## src/rtl/gate_pipe_if.sv

```systemverilog
// gate_pipe_if -- request/result handshake bundle for gate_pipe.
//   Request : in_valid, in_ready, a, b, op, use_acc
//   Result  : out_valid, out_ready, y, zero, par
//   master  : the side that issues requests and consumes results
//   slave   : gate_pipe itself
interface gate_pipe_if #(
    parameter int WIDTH = 4
);
    logic             in_valid;
    logic             in_ready;
    logic [WIDTH-1:0] a;
    logic [WIDTH-1:0] b;
    logic [2:0]       op;
    logic             use_acc;
    logic             out_valid;
    logic             out_ready;
    logic [WIDTH-1:0] y;
    logic             zero;
    logic             par;

    modport master (
        output in_valid, a, b, op, use_acc, out_ready,
        input  in_ready, out_valid, y, zero, par
    );

    modport slave (
        input  in_valid, a, b, op, use_acc, out_ready,
        output in_ready, out_valid, y, zero, par
    );
endinterface

```

## src/rtl/gate_pipe.sv

```systemverilog
// gate_pipe -- two-stage valid/ready pipeline applying a bitwise logic op.
//   clk     : rising-edge clock
//   reset_n : synchronous active-low reset
//   bus     : gate_pipe_if.slave (request a/b/op/use_acc, result y/zero/par)
// S1 registers the request; the op is evaluated on the S1->S2 move and S2
// holds y plus its zero/parity flags. An internal accumulator captures every
// result that moves into S2 and can replace operand B of later requests.
module gate_pipe #(
    parameter int WIDTH = 4
) (
    input  logic          clk,
    input  logic          reset_n,
    gate_pipe_if.slave    bus
);
    localparam logic [2:0] OP_AND  = 3'b000;
    localparam logic [2:0] OP_OR   = 3'b001;
    localparam logic [2:0] OP_XOR  = 3'b010;
    localparam logic [2:0] OP_NAND = 3'b011;
    localparam logic [2:0] OP_NOR  = 3'b100;
    localparam logic [2:0] OP_XNOR = 3'b101;
    localparam logic [2:0] OP_ANDN = 3'b110;

    logic             s1_valid_q, s1_valid_d;
    logic [WIDTH-1:0] s1_a_q, s1_a_d;
    logic [WIDTH-1:0] s1_b_q, s1_b_d;
    logic [2:0]       s1_op_q, s1_op_d;
    logic             s1_use_acc_q, s1_use_acc_d;
    logic             s2_valid_q, s2_valid_d;
    logic [WIDTH-1:0] y_q, y_d;
    logic             zero_q, zero_d;
    logic             par_q, par_d;
    logic [WIDTH-1:0] acc_q, acc_d;

    logic             s2_adv;
    logic             in_ready;
    logic             accept;
    logic [WIDTH-1:0] b_eff;
    logic [WIDTH-1:0] res;

    assign s2_adv   = !s2_valid_q || bus.out_ready;
    assign in_ready = !s1_valid_q || s2_adv;
    assign accept   = bus.in_valid && in_ready;

    // acc always holds the result of the request just ahead of S1, so a
    // use_acc request directly behind another sees its result without a bubble.
    assign b_eff = s1_use_acc_q ? acc_q : s1_b_q;

    always_comb begin
        res = '0;
        case (s1_op_q)
            OP_AND:  res = s1_a_q & b_eff;
            OP_OR:   res = s1_a_q | b_eff;
            OP_XOR:  res = s1_a_q ^ b_eff;
            OP_NAND: res = ~(s1_a_q & b_eff);
            OP_NOR:  res = ~(s1_a_q | b_eff);
            OP_XNOR: res = ~(s1_a_q ^ b_eff);
            OP_ANDN: res = s1_a_q & ~b_eff;
            default: res = s1_a_q;
        endcase
    end

    always_comb begin
        s1_valid_d   = s1_valid_q;
        s1_a_d       = s1_a_q;
        s1_b_d       = s1_b_q;
        s1_op_d      = s1_op_q;
        s1_use_acc_d = s1_use_acc_q;
        s2_valid_d   = s2_valid_q;
        y_d          = y_q;
        zero_d       = zero_q;
        par_d        = par_q;
        acc_d        = acc_q;

        if (s2_adv) begin
            s2_valid_d = s1_valid_q;
            // y/flags only change when a real result arrives; they are
            // meaningless while out_valid is low anyway.
            if (s1_valid_q) begin
                y_d    = res;
                zero_d = (res == '0);
                par_d  = ^res;
                acc_d  = res;
            end
        end

        // accept implies S1 is empty or moving into S2 this cycle.
        if (accept) begin
            s1_valid_d   = 1'b1;
            s1_a_d       = bus.a;
            s1_b_d       = bus.b;
            s1_op_d      = bus.op;
            s1_use_acc_d = bus.use_acc;
        end else if (s2_adv) begin
            s1_valid_d = 1'b0;
        end
    end

    always_ff @(posedge clk) begin
        if (!reset_n) begin
            s1_valid_q   <= 1'b0;
            s1_a_q       <= '0;
            s1_b_q       <= '0;
            s1_op_q      <= '0;
            s1_use_acc_q <= 1'b0;
            s2_valid_q   <= 1'b0;
            y_q          <= '0;
            zero_q       <= 1'b0;
            par_q        <= 1'b0;
            acc_q        <= '0;
        end else begin
            s1_valid_q   <= s1_valid_d;
            s1_a_q       <= s1_a_d;
            s1_b_q       <= s1_b_d;
            s1_op_q      <= s1_op_d;
            s1_use_acc_q <= s1_use_acc_d;
            s2_valid_q   <= s2_valid_d;
            y_q          <= y_d;
            zero_q       <= zero_d;
            par_q        <= par_d;
            acc_q        <= acc_d;
        end
    end

    assign bus.in_ready  = in_ready;
    assign bus.out_valid = s2_valid_q;
    assign bus.y         = y_q;
    assign bus.zero      = zero_q;
    assign bus.par       = par_q;
endmodule

```

## src/flat_wrapper.sv

```systemverilog
// flat-port wrapper written by rule: the top's interface ports become plain ports
module gate_pipe_flat 
#(
    parameter int WIDTH = 4
)
  (clk, reset_n, bus_in_valid, bus_a, bus_b, bus_op, bus_use_acc, bus_out_ready, bus_in_ready, bus_out_valid, bus_y, bus_zero, bus_par);
  gate_pipe_if #(.WIDTH(WIDTH)) bus_i ();
  input  logic clk;
  input  logic reset_n;
  input wire logic [$bits(bus_i.in_valid)-1:0] bus_in_valid;
  input wire logic [$bits(bus_i.a)-1:0] bus_a;
  input wire logic [$bits(bus_i.b)-1:0] bus_b;
  input wire logic [$bits(bus_i.op)-1:0] bus_op;
  input wire logic [$bits(bus_i.use_acc)-1:0] bus_use_acc;
  input wire logic [$bits(bus_i.out_ready)-1:0] bus_out_ready;
  output wire logic [$bits(bus_i.in_ready)-1:0] bus_in_ready;
  output wire logic [$bits(bus_i.out_valid)-1:0] bus_out_valid;
  output wire logic [$bits(bus_i.y)-1:0] bus_y;
  output wire logic [$bits(bus_i.zero)-1:0] bus_zero;
  output wire logic [$bits(bus_i.par)-1:0] bus_par;
  assign bus_i.in_valid = bus_in_valid;
  assign bus_i.a = bus_a;
  assign bus_i.b = bus_b;
  assign bus_i.op = bus_op;
  assign bus_i.use_acc = bus_use_acc;
  assign bus_i.out_ready = bus_out_ready;
  assign bus_in_ready = bus_i.in_ready;
  assign bus_out_valid = bus_i.out_valid;
  assign bus_y = bus_i.y;
  assign bus_zero = bus_i.zero;
  assign bus_par = bus_i.par;
  gate_pipe #(.WIDTH(WIDTH)) u_core (.clk(clk), .reset_n(reset_n), .bus(bus_i));
endmodule
```

## config.mk

```make
export PLATFORM = sky130hd
export DESIGN_NAME = gate_pipe_flat
export DESIGN_NICKNAME = d
export VERILOG_FILES = /design/src/rtl/gate_pipe_if.sv /design/src/rtl/gate_pipe.sv /design/src/flat_wrapper.sv
export SDC_FILE = /design/constraint.sdc
export NUM_CORES = 1
export LEC_CHECK = 0
export CAP_MARGIN = 20
export CORE_MARGIN = 3
export CORE_UTILIZATION = 43
export CTS_CLUSTER_DIAMETER = 120
export DETAILED_ROUTE_END_ITERATION = 7
export MAX_ROUTING_LAYER = met4
export PLACE_DENSITY = 0.67
export SKIP_CTS_REPAIR_TIMING = 1
export SYNTH_ARGS = -nofsm -noshare
export SYNTH_HDL_FRONTEND = slang
export SYNTH_SLANG_ARGS = --single-unit
```

## constraint.sdc

```tcl
create_clock -name clk -period 2.3 [get_ports clk]
set_input_delay 0.46 -clock clk [delete_from_list [all_inputs] [get_ports clk]]
set_output_delay 0.46 -clock clk [all_outputs]
set_load 0.01 [all_outputs]
```

==> summary.md, run 1 <==
| Metric | Value |
|---|---|
| Synthesized area | `between 0.001 and 0.0015 sq mm` |
| ANT nets after route | `0` |
| GR Util All Layers | `0.179` |
| Synth top area share | `0.268` |
| Worst Skew | `4.16 ps` |
| N_diodes | `0` |
| Fraction of registers with async set/reset | `0` |
| Row cnt | `20` |
| Vias in the first global route | `1288` |
| Final hold slack | `~480 ps` |
| CP Capture Type | `register` |
| WS Path Type | `reg2reg` |
| Slew Limit Fails | `0` |
| Initial antenna violation count | `0` |
| RSZ-0062 raised after global routing | `yes` |
| Worst Setup Start Kind | `register` |
| First-pass GRT wire length | `5.87 mm` |
| Post-synth EDFFs | `0` |
| Clock slew at reported path FFs | `approximately 110 ps` |
| Most used DFF post-synth | `dfxtp_1` |
| Outcome | `complete, no violations` |
| Sum Neg Setup Slack | `0 ps` |
| Maxcap violations | `0` |
| CTS tree | `done` |
| Area added between synthesis and finish | `31.8%` |
| Synth cell types | `34` |
| Final core utilization | `0.619` |
| Overflow left after global routing | `0` |
| Design Area, Final | `0.00197 sq mm` |
| PD cells | `approximately 450 mW/mm^2` |
| Crit Path Max Fanout | `5` |
| Commonest non-fill, non-tap cell in the layout | `clkdlybuf4s50_1` |
| Share of cells above drive strength 1 | `0.255` |
| Root buffer cell | `clkbuf_4` |
| Yosys reg bits | `20` |
| Relative slew margins | `0.480` |
| Area after DPL | `0.00183 sq mm` |
| CTS sink cnt | `20` |
| Ys Warns | `0` |
| Fin crit period | `between 2000 and 2500 ps` |
| Sequential share of the synthesized area | `0.268` |
| Final critical-path share of the clock period | `0.998` |
| Die Area | `approximately 0.0042 sq mm` |
| CP arrival | `2490 ps` |
| Die Wd | `64.9 um` |
| Largest net degree at the start of global routing | `27` |
| Overall die height | `64.9 um` |
| Total CTS buffers | `3` |
| Syn_nets | `195` |
| Top Ports | `24` |
| Mean Syn Cell Area | `9.05 sq um` |
| Final wirelength | `3.53 mm` |
| Nets | `227` |
| H-tree depth | `1` |
| Area leader, netlist | `dfxtp_1` |
| Lkg Pwr | `0.741 nW` |
| Initial DRC count | `59` |
| Post-Syn Instances | `165` |
| Fmax achieved | `around 440 MHz` |
| Final Worst Setup Slack | `roughly 3.8 ps` |
| Initial core utilization | `0.470` |
| Min-Delay Path Class | `reg2reg` |
| Global placer's final weighted congestion | `0.938` |
| IO Port Bufs | `23` |
| Final setup fails | `0` |
| CTS Buffer Depth | `2` |
| Post-detail-place hpwl | `2.76 mm` |
| Core ar. | `0.00318 sq mm` |
| Final hold vios | `0` |
| Vias | `1334` |
| DR pass1 iterations | `4` |
| Clk Latency, worst-skew pair | `roughly 290 ps` |
| Worst-margin pin slew | `778 ps` |
| Worst VDD drop | `0.354 mV` |
| Worst slack, placed | `-160 ps` |
| Dominant cells by area after synthesis | `dfxtp_1, ha_1, mux2i_1, a21boi_0, nand3_1` |
| Critical Path RT | `around 2500 ps` |
| Avg WL per Cell | `14.7 um` |
| Vias per cell | `5.56` |
| Most frequent cells in the layout | `clkdlybuf4s50_1, dfxtp_1, nand2_1` |
| Remaining DRCs | `0` |
==> cell families (layout without fill, tap and decap cells) <==
family                   after synthesis  after routing  synth area share
adder cells (fa/ha/maj)               14             14             0.117
multiplexers                           9              9            0.0604
AO/OA/AOI/OAI                         47             47             0.273
AND/OR/NAND/NOR                       50             50             0.186
XOR/XNOR                               1              1           0.00587
buffers and inverters                 24             55            0.0888
flip-flops                            20             20             0.268
==> per-stage QoR <==
| step | instances | power [mW] |
|---|---|---|
| finish | 240 | 0.883 |
| global route | 240 | 0.939 |
| CTS | 240 | 0.864 |
| detailed placement | 236 | 0.668 |
| global placement | 236 | 0.657 |
| floorplan | 165 | 0.560 |
==> cell usage after synthesis, types with 4 or more instances <==
cell,instances
ha_1,14
o22ai_1,4
dfxtp_1,20
inv_1,11
nand3_1,17
a211oi_1,6
mux2i_1,9
nand2_1,18
buf_4,4
a21boi_0,12
a21oi_1,6
==> per-layer routing <==
metal,part of all wire,global-route usage
met1,0.47,0.230
met2,0.50,0.303
met3,0.031,0.0104
met4,0.0077,0.0501
met5,0,-
==> power by group <==
group	total, mW	switching, mW	internal (mW)	leakage, nW
Combinational	0.284	0.128	0.157	0.555
Sequential	0.404	0.0362	0.368	0.165
Clock	0.195	0.0982	0.0964	0.0210
==> registers in the layout, summed over array words and instances, names as in the netlist <==
register              count
u_core.acc_q              4
u_core.s1_a_q             4
u_core.s1_b_q             4
u_core.s1_op_q            3
u_core.bus.out_valid      1
u_core.bus.par            1
u_core.bus.zero           1
u_core.s1_use_acc_q       1
u_core.s1_valid_q         1
==> critical path, cell delays in order, from the launching register on <==
cell and delay [ps]:
dfxtp_4 440, mux2i_1 230, buf_4 180, inv_4 40, ha_4 140, and2b_4 170, a211oi_2 220, o22ai_2 120
ha_1 330, xnor2_1 140, nand2_1 70, o211a_1 120
==> final cells by class <==
type | count | area [sq um]
fill | 287 | 1210
multi-input combinational | 121 | 1060
sequential | 20 | 404
timing repair buffer | 40 | 370
tap | 44 | 55.1
inverter | 11 | 43.8
clock buffer | 4 | 36.3
==> path summary, 6_finish.rpt <==
check,startpoint,endpoint,slack [ps],cells past startpoint
setup / recovery,u_core.s1_use_acc_q$_SDFFE_PN0P_,u_core.bus.par$_SDFFE_PN0P_,4,11
hold / removal,u_core.bus.zero$_SDFFE_PN0P_,u_core.bus.zero$_SDFFE_PN0P_,480,2
setup reg to reg,u_core.s1_use_acc_q$_SDFFE_PN0P_,u_core.bus.par$_SDFFE_PN0P_,4,11
hold reg to reg,u_core.bus.zero$_SDFFE_PN0P_,u_core.bus.zero$_SDFFE_PN0P_,480,2
No activity file was read; power rests on OpenSTA's default activity.
==> inputs of run 2 (changes only) <==
--- a/config.mk
+++ b/config.mk
@@ -6,12 +6,15 @@
 export NUM_CORES = 1
 export LEC_CHECK = 0
 export CAP_MARGIN = 20
+export CELL_PAD_IN_SITES_DETAIL_PLACEMENT = 0
+export CELL_PAD_IN_SITES_GLOBAL_PLACEMENT = 1
 export CORE_MARGIN = 3
-export CORE_UTILIZATION = 43
+export CORE_UTILIZATION = 38
+export CTS_BUF_LIST = sky130_fd_sc_hd__clkbuf_2 sky130_fd_sc_hd__clkbuf_4 sky130_fd_sc_hd__clkbuf_8
 export CTS_CLUSTER_DIAMETER = 120
 export DETAILED_ROUTE_END_ITERATION = 7
 export MAX_ROUTING_LAYER = met4
-export PLACE_DENSITY = 0.67
+export PLACE_DENSITY = 0.76
 export SKIP_CTS_REPAIR_TIMING = 1
 export SYNTH_ARGS = -nofsm -noshare
 export SYNTH_HDL_FRONTEND = slang
==> run 2 against run 1 <==
Against the previous run:
- largest power group unchanged
- sequential power fell by 2%
- core utilization fell by 9.0 points
- setup slack improved by 8.5 ps
- clock skew decreased by 2.9 ps
- sequential cell count unchanged
- combinational power barely moved
- clock power grew 83%
- largest cell class unchanged
- maximum frequency increased by 0.37%
- register-to-register slack about the same
- count of clock-buffer cells in the layout is 1 lower
- design area about the same
==> summary.md, run 2 (synthesized netlist as in run 1, its figures left out) <==
| Metric | Value |
|---|---|
| IO Port Bufs | `23 (unchanged)` |
| Final critical-path share of the clock period | `0.995 (was 0.998)` |
| Critical Path Start | `u_core.s1_use_acc_q$_SDFFE_PN0P_ (unchanged)` |
| CP Capture Type | `register (unchanged)` |
| Share of cells above drive strength 1 | `0.236 (was 0.255)` |
| Initial DRC count | `46 (was 59)` |
| First-pass GRT wire length | `5.82 mm (was 5.87 mm)` |
| Fin crit period | `2290 ps (was 2300 ps)` |
| Die Area | `0.00472 sq mm (was 0.00421 sq mm)` |
| Row cnt | `22 (was 20)` |
| Global placer's final weighted congestion | `0.888 (was 0.938)` |
| Worst-margin pin slew | `543 ps (was 778 ps)` |
| Min-Delay Path Class | `reg2reg (unchanged)` |
| Worst VDD drop | `0.448 mV (was 0.354 mV)` |
| Sum Neg Setup Slack | `0 ps (unchanged)` |
| Die Wd | `68.7 um (was 64.9 um)` |
| WS Path Type | `reg2reg (unchanged)` |
| Worst slack, placed | `-140 ps (was -160 ps)` |
| Crit Path Max Fanout | `5 (unchanged)` |
| Clock slew at reported path FFs | `80 ps (was 110 ps)` |
| Root buffer cell | `clkbuf_8 (was clkbuf_4)` |
| Initial core utilization | `0.402 (was 0.470)` |
| Maxcap violations | `0 (unchanged)` |
| Remaining DRCs | `0 (unchanged)` |
| Final setup fails | `0 (unchanged)` |
| Clk Latency, worst-skew pair | `260 ps (was 290 ps)` |
| RSZ-0062 raised after global routing | `yes (unchanged)` |
| Outcome | `complete, no violations (unchanged)` |
| ANT nets after route | `0 (unchanged)` |
| Post-detail-place hpwl | `2.74 mm (was 2.76 mm)` |
| Slew Limit Fails | `0 (unchanged)` |
| Regs by FF count | `u_core.acc_q x4, u_core.s1_a_q x4, u_core.s1_b_q x4 (unchanged)` |
| Final Worst Setup Slack | `12.3 ps (was 3.79 ps)` |
| Vias in the first global route | `1282 (was 1288)` |
| Area after DPL | `0.00183 sq mm (unchanged)` |
| Overflow left after global routing | `0 (unchanged)` |
| Cells on worst reg2reg path | `11 (unchanged)` |
| N_diodes | `0 (unchanged)` |
| GR Util All Layers | `0.170 (was 0.179)` |
| Core ar. | `0.00372 sq mm (was 0.00318 sq mm)` |
| H-tree depth | `1 (unchanged)` |
| Total CTS buffers | `3 (unchanged)` |
| Worst r2r src | `u_core.s1_use_acc_q$_SDFFE_PN0P_ (unchanged)` |
| CTS Buffer Depth | `2 (unchanged)` |
| Commonest non-fill, non-tap cell in the layout | `clkdlybuf4s50_1 (unchanged)` |
| Worst Setup Start Kind | `register (unchanged)` |
| Avg WL per Cell | `14.8 um (was 14.7 um)` |
| CTS tree | `done (unchanged)` |
| Area added between synthesis and finish | `31.7% (was 31.8%)` |
| Initial antenna violation count | `0 (unchanged)` |
| Largest net degree at the start of global routing | `27 (unchanged)` |
| R2r setup slk | `10 ps (was 4 ps)` |
| Top Ports | `24 (unchanged)` |
| Vias | `1314 (was 1334)` |
| Post-layout power | `1.03 mW (was 0.883 mW)` |
| Relative slew margins | `0.638 (was 0.480)` |
| Critical Path RT | `2460 ps (was 2490 ps)` |
| Vias per cell | `5.32 (was 5.56)` |
| Overall die height | `68.7 um (was 64.9 um)` |
| Design Area, Final | `0.00197 sq mm (about the same)` |
| Fin cells | `247 (was 240)` |
| Lkg Pwr | `0.761 nW (was 0.741 nW)` |
| Most frequent cells in the layout | `clkdlybuf4s50_1, buf_4, dfxtp_1 (was clkdlybuf4s50_1, dfxtp_1, nand2_1)` |
| DR pass1 iterations | `4 (unchanged)` |
| Reg2reg end | `u_core.bus.par$_SDFFE_PN0P_ (unchanged)` |
| Final hold vios | `0 (unchanged)` |
| Nets | `230 (was 227)` |
| Placed insts | `241 (was 236)` |
| Worst Skew | `1.22 ps (was 4.16 ps)` |
| Final wirelength | `3.66 mm (was 3.53 mm)` |
| CTS sink cnt | `20 (unchanged)` |
| Critical Path End | `u_core.bus.par$_SDFFE_PN0P_ (unchanged)` |
| PD cells | `525 mW/mm^2 (was 449 mW/mm^2)` |
| CP arrival | `2450 ps (was 2490 ps)` |
| Fmax achieved | `437 MHz (was 436 MHz)` |
-- run 2: changes by cell type in the layout (fill, tap and decap cells not counted), sizes merged --
| cell | change |
|---|---|
| buf | +3 |
| bufinv | +1 |
| clkbuf | -1 |
-- run 2: where the power goes --
group / switching, mW / total [mW] / internal [mW]
logic: 0.128 / 0.281 / 0.153
registers: 0.0277 / 0.395 / 0.367
clock network: 0.123 / 0.356 / 0.232
total: 0.279 / 1.03 / 0.753
-- run 2: metrics by stage --
stage | hold slack [ps] | util
after global routing | 486 | 0.529
after global placement | 451 | 0.492
final | 478 | 0.529
after CTS | 481 | 0.511
after detailed placement | 470 | 0.492
after floorplan | 443 | -
-- run 2: metal layers --
layer / share of wire / track usage / wire, um
met1: 0.45 / 0.207 / 1630
met2: 0.52 / 0.287 / 1900
met3: 0.026 / 0.0259 / 95
met4: 0.0074 / 0.0521 / 27
met5: 0 / - / 0
-- run 2: worst max-delay path, stage by stage, from the launching register on --
cell and delay [ps]:
dfxtp_4 410, mux2i_2 240, buf_4 170, inv_2 50, ha_4 160, mux2i_4 150
o311ai_2 120, o22ai_2 260, ha_1 280, xnor2_1 150, nand2_1 70, o211a_1 130
-- run 2: cell type report --
| class | instances | area (sq um) |
|---|---|---|
| fillers | 349 | 1750 |
| multi-input cells | 121 | 1010 |
| flip-flops and latches | 20 | 404 |
| repair buffers | 43 | 380 |
| well taps | 48 | 60.1 |
| clock buffers | 3 | 41.3 |
| inverters | 11 | 41.3 |
| clock inverters | 1 | 30.0 |
-- run 2: how the worst min path moves through the flow --
stage | start | to | cells past startpoint
after floorplan | u_core.s1_b_q[3]$_SDFFE_PN0P_ | u_core.s1_b_q[3]$_SDFFE_PN0P_ | 2
after global placement | u_core.bus.zero$_SDFFE_PN0P_ | u_core.bus.zero$_SDFFE_PN0P_ | 2
after detailed placement | u_core.s1_b_q[2]$_SDFFE_PN0P_ | u_core.s1_b_q[2]$_SDFFE_PN0P_ | 2
after CTS | u_core.bus.zero$_SDFFE_PN0P_ | u_core.bus.zero$_SDFFE_PN0P_ | 2
after global routing | u_core.bus.zero$_SDFFE_PN0P_ | u_core.bus.zero$_SDFFE_PN0P_ | 2
final | u_core.bus.zero$_SDFFE_PN0P_ | u_core.bus.zero$_SDFFE_PN0P_ | 2
